## config.mk

```make
export PLATFORM = sky130hd
export DESIGN_NAME = nor_tree_pipe
export DESIGN_NICKNAME = d
export VERILOG_FILES = /design/src/rtl/nor_tree_pipe.sv
export SDC_FILE = /design/constraint.sdc
export NUM_CORES = 1
export LEC_CHECK = 0
export CORE_AREA = 2 2 39 41
export CTS_BUF_LIST = sky130_fd_sc_hd__clkbuf_8
export DETAILED_ROUTE_END_ITERATION = 10
export DIE_AREA = 0 0 41 43
export DONT_BUFFER_PORTS = 1
export HOLD_SLACK_MARGIN = 0.02
export RECOVER_POWER = 100
export SKIP_CTS_REPAIR_TIMING = 1
export SYNTH_ARGS = -nofsm -noshare
export SYNTH_HDL_FRONTEND = slang
export SYNTH_SLANG_ARGS = --single-unit
```

## constraint.sdc

```tcl
create_clock -name CLK -period 1.1 [get_ports CLK]
set_input_delay 0 -clock CLK [delete_from_list [all_inputs] [get_ports CLK]]
set_output_delay 0 -clock CLK [all_outputs]
set_load 0.1 [all_outputs]
```

## src/rtl/nor_tree_pipe.sv

```systemverilog
// Pipelined WIDTH-input NOR reduction built from 3-input OR levels, with valid/ready flow control.
// Define NOR_TREE_PIPE_ACCUM_EN to enable multi-beat frame accumulation (one result per frame).
module nor_tree_pipe #(
    parameter int WIDTH  = 32,
    parameter int STAGES = 2
) (
    input  logic             CLK,
    input  logic             RST,
    input  logic [WIDTH-1:0] A,
    input  logic             IN_VALID,
    input  logic             IN_LAST,
    output logic             IN_READY,
    output logic             Y,
    output logic             OUT_VALID,
    input  logic             OUT_READY
);

    function automatic int clog3(input int n);
        int l;
        int p;
        l = 1;
        p = 3;
        while (p < n) begin
            p = p * 3;
            l = l + 1;
        end
        return l;
    endfunction

    function automatic int pow3(input int e);
        int r;
        r = 1;
        for (int i = 0; i < e; i++) begin
            r = r * 3;
        end
        return r;
    endfunction

    localparam int LEVELS = clog3(WIDTH);

    // Tree level reached by the data held in register stage s (stage 0 is the raw input).
    function automatic int lvl(input int s);
        return (LEVELS * s + STAGES - 1) / STAGES;
    endfunction

    logic advance;
    assign advance  = !OUT_VALID || OUT_READY;
    assign IN_READY = !RST && advance;

    // Stage gi holds 3^(LEVELS-lvl(gi)) partial ORs; collapsing k levels at once is an OR over 3^k bits.
    for (genvar gi = 0; gi < STAGES; gi++) begin : stg
        localparam int W = pow3(LEVELS - lvl(gi));
        logic [W-1:0] data;
        logic         vld;
`ifdef NOR_TREE_PIPE_ACCUM_EN
        logic         lst;
`endif
        if (gi == 0) begin : g_in
            assign data = W'(A);
            assign vld  = IN_VALID;
`ifdef NOR_TREE_PIPE_ACCUM_EN
            assign lst  = IN_LAST;
`endif
        end else begin : g_reg
            localparam int G = pow3(lvl(gi) - lvl(gi - 1));
            logic [W-1:0] data_next;
            for (genvar gj = 0; gj < W; gj++) begin : grp
                assign data_next[gj] = |stg[gi-1].data[gj*G +: G];
            end
            always_ff @(posedge CLK) begin
                if (RST) begin
                    vld <= 1'b0;
                end else if (advance) begin
                    vld  <= stg[gi-1].vld;
                    data <= data_next;
`ifdef NOR_TREE_PIPE_ACCUM_EN
                    lst  <= stg[gi-1].lst;
`endif
                end
            end
        end
    end

    logic beat_or;
    logic y_reg;
    logic out_valid_reg;
    assign beat_or   = |stg[STAGES-1].data;
    assign Y         = y_reg;
    assign OUT_VALID = out_valid_reg;

`ifdef NOR_TREE_PIPE_ACCUM_EN
    logic acc_reg;
    always_ff @(posedge CLK) begin
        if (RST) begin
            out_valid_reg <= 1'b0;
            y_reg         <= 1'b0;
            acc_reg       <= 1'b0;
        end else if (advance) begin
            if (stg[STAGES-1].vld) begin
                if (!stg[STAGES-1].lst) begin
                    acc_reg       <= acc_reg | beat_or;
                    out_valid_reg <= 1'b0;
                end else begin
                    y_reg         <= ~(acc_reg | beat_or);
                    out_valid_reg <= 1'b1;
                    acc_reg       <= 1'b0;
                end
            end else begin
                out_valid_reg <= 1'b0;
            end
        end
    end
`else
    logic unused_last;
    assign unused_last = IN_LAST;
    always_ff @(posedge CLK) begin
        if (RST) begin
            out_valid_reg <= 1'b0;
            y_reg         <= 1'b0;
        end else if (advance) begin
            if (stg[STAGES-1].vld) begin
                y_reg         <= ~beat_or;
                out_valid_reg <= 1'b1;
            end else begin
                out_valid_reg <= 1'b0;
            end
        end
    end
`endif

endmodule

```

# Word-level counts from Yosys, hierarchy flattened
# Index checks and enable logic that the tools add are counted.
word_totals:
  inputBits: 37
  regBits: 7
  wordCells: 18
  output_inout_bits: 3
classes:
  n_mux: 1
  n_reduce_logical: 11
  n_bitwise: 2
ops:
  columns: ["cell", "n"]
  rows:
  - ["$reduce_or 9->1", 3]
  - ["$reduce_or 5->1", 1]
  - ["$reduce_and 2->1", 2]
  - ["$reduce_or 4->1", 1]
  - ["$logic_not 1->1", 2]
  - ["$not 1->1", 2]
  - ["$logic_and 1x1->1", 1]
  - ["$logic_or 1x1->1", 1]
  - ["$mux 1", 1]

# Depth between registers and ports, before layout
# Gate-level depths: netlist of run 1.
depth:
  ltp_word: 3
  ltp_mapped: 3
  ltp_nobuf: 3

# Worst setup path before layout of run 1
# No wires, ideal clock.
synth_path:
  path_type: "register to register"
  startpoint: "register out_valid_reg (netlist: OUT_VALID)"
  endpoint: "register stg[1].data[0], enable pin"
  required_time_ns: 0.676
  t_arrival_ns: 2.357
  slack_ns: -1.681
  period_less_slack_ns: 2.781
  n_path_buf: 0
  path_stages_with_launch: 3
  setup_time_ns: 0.424
  path_cell_list: "dfxtp_1 nor2b_1 nor2_1"
synth_between:
  elab_chain_cells: 3
synth_rtl:
  columns: ["element", "line_no", "rtl"]
  rows:
  - ["start, declared", "86", "logic out_valid_reg;"]
  - ["start signal, assigned", "118", "out_valid_reg <= 1'b0;"]
  - ["start signal, assigned", "123", "out_valid_reg <= 1'b1;"]
  - ["start signal, assigned", "125", "out_valid_reg <= 1'b0;"]
  - ["$logic_not 1->1", "47", "assign advance = !OUT_VALID || OUT_READY;"]
  - ["$logic_or 1x1->1", "47", null]
  - ["$reduce_and 2->1 (no line)", null, null]
  - ["end signal, assigned", "75", "data <= data_next;"]
  - ["end, declared", "53", "logic [W-1:0] data;"]
# No other way between the ends.
# A chain may end at the register's enable or synchronous reset.

# Worst setup path in the final report of run 1
layout_path:
  startpoint: "register out_valid_reg (netlist: OUT_VALID)"
  endpoint: "output IN_READY"
layout_between:
  elab_chain_cells: 3
layout_rtl:
  columns: ["element", "line_no", "rtl"]
  rows:
  - ["$logic_not 1->1", "47", null]
  - ["$logic_or 1x1->1", "47", null]
  - ["$logic_and 1x1->1", "48", "assign IN_READY = !RST && advance;"]
  - ["end, declared", "12", "output logic IN_READY,"]
# No other way between the ends.

==> results of run 1 <==
[state kept, by name, summed over array words and instances, names as in the netlist]
signal / count
Y: 1
OUT_VALID: 1
stg.vld: 1
stg.data: 4
[cells in the mapped netlist]
| cell | number |
|---|---|
| nor2b_1 | 1 |
| inv_1 | 1 |
| nor4_2 | 1 |
| a21oi_1 | 3 |
| nand2_1 | 3 |
| nor2_1 | 5 |
| dfxtp_1 | 3 |
| nand3_1 | 4 |
| nor3_1 | 4 |
| nand2b_1 | 1 |
| edfxtp_1 | 4 |
| o21ai_0 | 1 |
| nor4_1 | 3 |
[worst max path at each step]
stage,slack (ns),to,cells after the start,start
after floorplan,-0.43,stg[1].data[0],2,OUT_VALID
after global placement,0.16,IN_READY,3,OUT_VALID
after detailed placement,0.15,IN_READY,3,OUT_VALID
after CTS,-0.09,IN_READY,3,OUT_VALID
after global routing,0.006,IN_READY,3,OUT_VALID
final,0.05,IN_READY,3,OUT_VALID
[power groups by stage]
stage	clock, mW	sequential (mW)	combinational, mW
floorplan	0	0.307	0.0418
global placement	0	0.292	0.0676
detailed placement	0	0.292	0.0685
CTS	0.356	0.288	0.0687
global route	0.379	0.289	0.196
finish	0.354	0.289	0.187
[layer usage]
| layer | GRT usage, % | vias to the layer above | routed length (um) |
|---|---|---|---|
| met2 | 13.8 | 37 | 791 |
| met3 | 3.14 | 4 | 117 |
| met4 | 6.00 | 0 | 40 |
| met5 | 0 | - | 0 |
| li1 | - | 209 | - |
| met1 | 5.88 | 194 | 344 |
[cell families (layout without fill, tap and decap cells)]
kind of cell	count (synthesis)	in the layout	share of synthesized area (%)
compound gates	4	4	6.30
buf+inv	1	43	1.18
flops	7	7	56.7
simple gates	22	22	35.8
[stage by stage]
stage / instance area (um2) / hold WS [ns] / worst slack [ns]
2_1_floorplan: 338 / 0.0594 / -0.429
3_3_place_gp: 380 / 0.0642 / 0.161
3_5_place_dp: 380 / 0.0648 / 0.155
4_1_cts: 425 / -0.171 / -0.0903
5_1_grt: 774 / 0.0326 / 0.00565
6_report: 774 / -0.00176 / 0.0513
[cell type report]
type | instances | area (um2) | area share, %
Clock inverter | 1 | 3.75 | 0.485
Inverter | 1 | 3.75 | 0.485
Clock buffer | 3 | 41.3 | 5.33
Sequential cell | 7 | 181 | 23.4
Tap cell | 16 | 20.0 | 2.58
Timing Repair Buffer | 38 | 375 | 48.5
Multi-Input combinational cell | 26 | 149 | 19.2
==> results.py, run 1 <==
metrics = {
    "detailed_routing": {
        "drcViolationCount": 0,
        "postRouteAntennaNets": 0,
        "viasPerCell": 4.83,
        "drt-initial-drc-count": 11,
        "wire_per_inst_um": 14.1,
        "vias": 444,
        "finalWirelength_um": 1290,
        "dr.pass1.iters": 4,
    },
    "finish": {
        "utilization_pct": 56.0,
        "fillers": 111,
        "final_cells": 92,
        "drive_gt1_share_pct": 17.1,
        "layout_common_cells": "dlygate4sd3_1 (32), nor2_1 (4), nor3_1 (4), nand3_1 (4), edfxtp_1 (4)",
        "diodes": 0,
        "areaGrowthSynthToFinish_pct": 144,
        "layout_commonest_cell": "dlygate4sd3_1",
        "finalNetCount": 114,
    },
    "floorplan": {
        "dieArea_um2": 1760,
        "rows": 14,
        "boundaryPins": 40,
        "initial_core_util_pct": 23.0,
        "core_area_um2": 1380,
        "fp.dieH_um": 43,
        "die_x_um": 41,
    },
    "power": {
        "peakVddDrop_uv": 524,
        "p_sw_mw": 0.195,
        "share_comb_of_total_power_pct": 22.5,
        "swShare_pct": 23.5,
        "p_total_mw": 0.829,
        "p_int_mw": 0.635,
        "power_leakage_nw": 0.283,
        "p_per_area_nw_per_um2": 1070,
        "clockPowerShare_pct": 42.7,
        "pwr-share-seq_pct": 34.8,
    },
    "worst_setup_path": {
        "reg2reg_slack_ns": 0.06,
        "startpoint_type": "flip-flop",
        "cp_cell_sequence": "nor2b_4, nor2_4, buf_12",
        "critical_path_class": "reg -> out",
        "slowest_stage": "dfxtp_1",
        "critPathMaxStageDelay_ns": 0.31,
        "path_buf_inv": 1,
        "regToRegEndpoint": "stg[1].data[2]",
        "r2r_start": "OUT_VALID",
        "worst_setup_path_end_kind": "output pin",
        "path_delay_family": "flip-flops",
        "worstPathArrival_ns": 1.05,
        "crit_fanout": 5,
        "crit_required_ns": 1.10,
        "r2r_cells": 3,
    },
    "sta": {
        "worstMarginPinSlew_ns": 0.486,
        "hold_slack_ns": -0.00176,
        "slew_violations": 0,
        "fin_crit_sh_pct": 95.3,
        "hold_viol": 1,
        "setup_violations": 0,
        "clock_skew_ns": 0.00424,
        "setup_tns_ns": 0,
        "rsz0062_at_grt": "no",
        "fin_crit_ns": 1.05,
        "maxSlewHeadroom_pct": 67.8,
        "fmax_ghz": 0.954,
    },
    "clock_tree": {
        "cts_tree": "built",
        "clk_path_buf_depth": 2,
        "cts_root_buf": "clkbuf_8",
        "cts_made_buffers": 3,
        "clock_sinks": 7,
        "htreeDepth": 1,
        "path_clk_slew_ns": 0.04,
        "clk_latency_ns": 0.23,
    },
    "global_route": {
        "grt_pass1_vias": 268,
        "grt_max_degree": 6,
        "grt_use_total_pct": 7.77,
        "grt_pass1_wl_um": 897,
        "antenna_found_initial": 0,
        "grt-ovfl-total": 0,
    },
    "synth": {
        "synth_area_um2": 318,
        "synth_top_area_share_pct": 37.8,
        "synth.avg_cell_area_um2": 9.35,
        "synth_area_leader_cell": "edfxtp_1",
        "synth_cell_types": 13,
        "ys_ff_latch": 7,
        "ys_seq_area_share_pct": 56.7,
        "ys_top_cells_by_area": "edfxtp_1 (38%), dfxtp_1 (19%), nand3_1 (6.3%)",
        "ys_warn_count": 0,
        "syn_inst": 34,
        "syn_nets": 71,
    },
    "worst_hold_path": {
        "hold_depth": 2,
        "worstHoldEndpoint": "stg[1].data[2]",
        "min-delay-start": "A[22]",
        "hp-class": "in -> reg",
    },
    "job": {
        "maxCapViolations": 0,
    },
    "run_status": {
        "outcome": "finished with violations",
        "violations": "hold timing",
    },
    "placed_design": {
        "io_buffers": 0,
        "place.gp.congestion": 0.636,
        "hpwlAfterDp_um": 529,
        "dp_cells": 53,
    },
}
(Power assumes the default switching activity.)
==> inputs of run 2 (changes only) <==
CORE_AREA = 3 3 40 42   (was 2 2 39 41)
DIE_AREA = 0 0 43 45   (was 0 0 41 43)
==> results.py, run 2 (synthesis gave the netlist of run 1 again) <==
metrics = {
    "detailed_routing": {
        "drt-initial-drc-count": 5,
        "dr.pass1.iters": 4,
        "drcViolationCount": 0,
        "viasPerCell": 4.78,
        "finalWirelength_um": 1320,
        "wire_per_inst_um": 14.2,
        "vias": 445,
        "postRouteAntennaNets": 0,
    },
    "job": {
        "maxCapViolations": 0,
    },
    "finish": {
        "diodes": 0,
        "largest_register_ffs": 4,
        "drive_gt1_share_pct": 15.4,
        "top_register": "stg.data",
        "layout_common_cells": "dlygate4sd3_1 (35), nor2_1 (4), nor3_1 (4), nand3_1 (4), edfxtp_1 (4)",
        "areaGrowthSynthToFinish_pct": 147,
        "finalNetCount": 116,
        "layout_commonest_cell": "dlygate4sd3_1",
        "final_cells": 93,
        "fillers": 92,
    },
    "sta": {
        "fmax_ghz": 0.980,
        "hold_slack_ns": 0.0209,
        "hold_viol": 0,
        "maxSlewHeadroom_pct": 67.8,
        "worstMarginPinSlew_ns": 0.486,
        "fin_crit_ns": 1.02,
        "rsz0062_at_grt": "no",
        "fin_crit_sh_pct": 92.7,
        "slew_violations": 0,
        "setup_violations": 0,
        "clock_skew_ns": 0.000327,
        "setup_tns_ns": 0,
    },
    "floorplan": {
        "initial_core_util_pct": 24.7,
        "boundaryPins": 40,
        "rows": 13,
        "fp.dieH_um": 45,
        "dieArea_um2": 1940,
        "core_area_um2": 1280,
        "die_x_um": 43,
    },
    "worst_setup_path": {
        "worstPathArrival_ns": 1.02,
        "worst_setup_path_end_kind": "output pin",
        "r2r_start": "OUT_VALID",
        "crit_required_ns": 1.10,
        "critical_path_class": "reg -> out",
        "crit_path_start": "OUT_VALID",
        "startpoint_type": "flip-flop",
        "crit_fanout": 3,
    },
    "global_route": {
        "grt_use_total_pct": 8.40,
        "grt-ovfl-total": 0,
        "grt_max_degree": 6,
        "antenna_found_initial": 0,
        "grt_pass1_vias": 266,
        "grt_pass1_wl_um": 1010,
    },
    "clock_tree": {
        "cts_root_buf": "clkbuf_8",
        "clk_latency_ns": 0.23,
        "htreeDepth": 1,
        "clock_sinks": 7,
        "cts_made_buffers": 3,
        "clk_path_buf_depth": 2,
        "cts_tree": "built",
        "path_clk_slew_ns": 0.04,
    },
    "worst_hold_path": {
        "min-delay-start": "OUT_READY",
        "hp-class": "in -> reg",
    },
    "placed_design": {
        "dp_cells": 52,
        "place.gp.congestion": 0.700,
        "hpwlAfterDp_um": 578,
        "io_buffers": 0,
    },
    "power": {
        "p_total_mw": 0.835,
        "p_per_area_nw_per_um2": 1060,
        "power_leakage_nw": 0.288,
        "peakVddDrop_uv": 827,
    },
    "run_status": {
        "outcome": "completed",
    },
}
==> run 2: cell types whose count changed in the layout (fill, tap and decap cells not counted) <==
cell | previous run | this run
buf_12 | 1 | 0
buf_6 | 0 | 1
buf_2 | 1 | 2
buf_4 | 3 | 2
clkbuf_4 | 1 | 0
dlygate4sd3_1 | 32 | 35
==> run 2: worst paths after layout <==
kind,slack (ns),depth (start not counted),endpoint
hold reg to reg,0.48,2,Y
setup / recovery,0.08,3,IN_READY
hold / removal,0.02,2,OUT_VALID
setup reg to reg,0.12,3,stg[1].data[3]
==> run 2: power by group <==
| group | total, mW | internal [mW] | switching (mW) |
|---|---|---|---|
| clock network | 0.364 | 0.242 | 0.122 |
| logic | 0.183 | 0.108 | 0.0752 |
| registers | 0.288 | 0.285 | 0.00371 |
| total | 0.835 | 0.634 | 0.201 |
==> run 2: layer usage <==
layer / routed length [um] / GRT usage (%) / share of wire, % / vias to the layer above
li1: - / - / - / 212
met1: 484 / 7.18 / 37 / 193
met2: 641 / 11.4 / 49 / 36
met3: 173 / 8.37 / 13 / 4
met4: 21 / 7.23 / 1.6 / 0
met5: 0 / 0 / 0 / -
==> run 2: worst max-delay path, cell delays in order (launching register included) <==
cell,delay [ns]
dfxtp_1,0.31
nor2b_4,0.14
nor2_4,0.11
buf_6,0.24
==> run 2: cell type report <==
type,instances,area (um2),share of cell area [%]
Timing Repair Buffer,40,387,49.3
Sequential cell,7,181,23.1
Multi-Input combinational cell,26,149,19.0
Clock buffer,3,41.3,5.26
Tap cell,15,18.8,2.39
Clock inverter,1,3.75,0.478
Inverter,1,3.75,0.478
==> run 2: stage by stage <==
stage	utilization [%]	setup slack [ns]	cell area, um2
after floorplan	-	-0.429	338
after global routing	61.1	0.0337	785
after detailed placement	29.5	0.155	379
after global placement	29.5	0.163	379
after CTS	33.0	-0.0928	424
final	61.1	0.0798	785
==> inputs of run 3 (changes only) <==
PLACE_DENSITY = 0.42   (was unset)
==> results.py, run 3 (synthesis gave the netlist of run 1 again) <==
metrics = {
    "job": {
        "maxCapViolations": 0,
    },
    "worst_setup_path": {
        "crit_required_ns": 1.06,
        "startpoint_type": "input pin",
        "cp_cell_sequence": "dlygate4sd3_1, nor4_1, nand3_1",
        "critical_path_class": "in -> reg",
        "worst_setup_path_end_kind": "flip-flop",
        "crit_fanout": 1,
        "worstPathArrival_ns": 1.00,
        "path_delay_family": "buffers and inverters",
        "slowest_stage": "dlygate4sd3_1",
        "path_buf_inv": 1,
        "critPathMaxStageDelay_ns": 0.54,
    },
    "floorplan": {
        "boundaryPins": 40,
        "dieArea_um2": 1940,
        "die_x_um": 43,
        "core_area_um2": 1280,
        "fp.dieH_um": 45,
        "initial_core_util_pct": 24.7,
        "rows": 13,
    },
    "power": {
        "peakVddDrop_uv": 693,
        "p_total_mw": 0.828,
        "clockPowerShare_pct": 42.4,
        "p_int_mw": 0.638,
        "swShare_pct": 23.0,
        "power_leakage_nw": 0.294,
        "pwr-share-seq_pct": 34.9,
        "p_per_area_nw_per_um2": 1040,
        "p_sw_mw": 0.190,
        "share_comb_of_total_power_pct": 22.7,
    },
    "clock_tree": {
        "cts_tree": "built",
        "htreeDepth": 1,
        "cts_made_buffers": 3,
        "clk_latency_ns": 0.22,
        "path_clk_slew_ns": 0.04,
        "clock_sinks": 7,
        "clk_path_buf_depth": 2,
        "cts_root_buf": "clkbuf_8",
    },
    "sta": {
        "hold_viol": 0,
        "worstMarginPinSlew_ns": 0.486,
        "setup_violations": 0,
        "fmax_ghz": 0.959,
        "clock_skew_ns": 0.00163,
        "rsz0062_at_grt": "no",
        "setup_tns_ns": 0,
        "fin_ws_ns": 0.0577,
        "fin_crit_ns": 1.04,
        "fin_crit_sh_pct": 94.8,
        "slew_violations": 0,
        "maxSlewHeadroom_pct": 67.8,
    },
    "global_route": {
        "grt_use_total_pct": 7.89,
        "grt_pass1_wl_um": 1080,
        "grt-ovfl-total": 0,
        "grt_pass1_vias": 283,
        "grt_max_degree": 6,
        "antenna_found_initial": 0,
    },
    "detailed_routing": {
        "postRouteAntennaNets": 0,
        "vias": 447,
        "drcViolationCount": 0,
        "wire_per_inst_um": 12.9,
        "viasPerCell": 4.76,
        "finalWirelength_um": 1210,
        "dr.pass1.iters": 3,
        "drt-initial-drc-count": 8,
    },
    "placed_design": {
        "place_ws_ns": 0.154,
        "io_buffers": 0,
        "place.gp.congestion": 0.620,
        "hpwlAfterDp_um": 626,
        "place_area_um2": 379,
    },
    "finish": {
        "finalNetCount": 117,
        "top_register": "stg.data",
        "drive_gt1_share_pct": 16.5,
        "layout_commonest_cell": "dlygate4sd3_1",
        "final_area_um2": 796,
        "layout_common_cells": "dlygate4sd3_1 (35), nor2_1 (4), nor3_1 (4), nand3_1 (4), edfxtp_1 (4)",
        "largest_register_ffs": 4,
        "diodes": 0,
        "utilization_pct": 61.9,
        "areaGrowthSynthToFinish_pct": 150,
        "fillers": 101,
    },
    "worst_hold_path": {
        "hp-class": "in -> reg",
    },
    "run_status": {
        "outcome": "completed",
    },
}
==> run 3: layer usage <==
| metal | share of wire (%) | up-vias | wire, um | global-route usage [%] |
|---|---|---|---|---|
| li1 | - | 216 | - | - |
| met1 | 35 | 198 | 420 | 7.16 |
| met2 | 53 | 33 | 642 | 12.9 |
| met3 | 12 | 0 | 151 | 6.37 |
| met4 | 0 | 0 | 0 | 3.61 |
| met5 | 0 | - | 0 | 0 |
==> run 3: power by group through the flow <==
stage               Clock [mW]  Combinational, mW  Sequential, mW
global route             0.378              0.200           0.289
finish                   0.351              0.188           0.289
global placement             0             0.0673           0.291
CTS                      0.357             0.0680           0.288
floorplan                    0             0.0418           0.307
detailed placement           0             0.0678           0.292
==> run 3: final cells by class <==
cell class,instances,area (um2),share of cell area (%)
Tap cell,15,18.8,2.36
Inverter,1,3.75,0.472
Clock buffer,3,41.3,5.19
Timing Repair Buffer,41,398,50.0
Sequential cell,7,181,22.8
Multi-Input combinational cell,26,149,18.7
Clock inverter,1,3.75,0.472
==> run 3: through the flow <==
| step | hold WS (ns) | std cells |
|---|---|---|
| after floorplan | 0.0594 | 34 |
| after global placement | 0.0606 | 52 |
| after detailed placement | 0.0624 | 52 |
| after global routing | 0.0293 | 94 |
| after CTS | -0.176 | 56 |
| final | 0.0311 | 94 |
==> run 3: worst register-to-register path, stage by stage (launching register included) <==
cell and delay, ns:
dfxtp_1 0.31, nor2b_4 0.14, nor2_4 0.13, clkbuf_4 0.16
==> run 3: path summary, 6_finish.rpt <==
| kind | start | end | slack, ns | depth (start not counted) |
|---|---|---|---|---|
| worst max-delay path | A[11] | stg[1].data[1] | 0.06 | 3 |
| worst min-delay path | OUT_READY | OUT_VALID | 0.03 | 2 |
| worst max register to register | OUT_VALID | stg[1].data[1] | 0.08 | 3 |
| worst min register to register | stg[1].vld | Y | 0.48 | 2 |
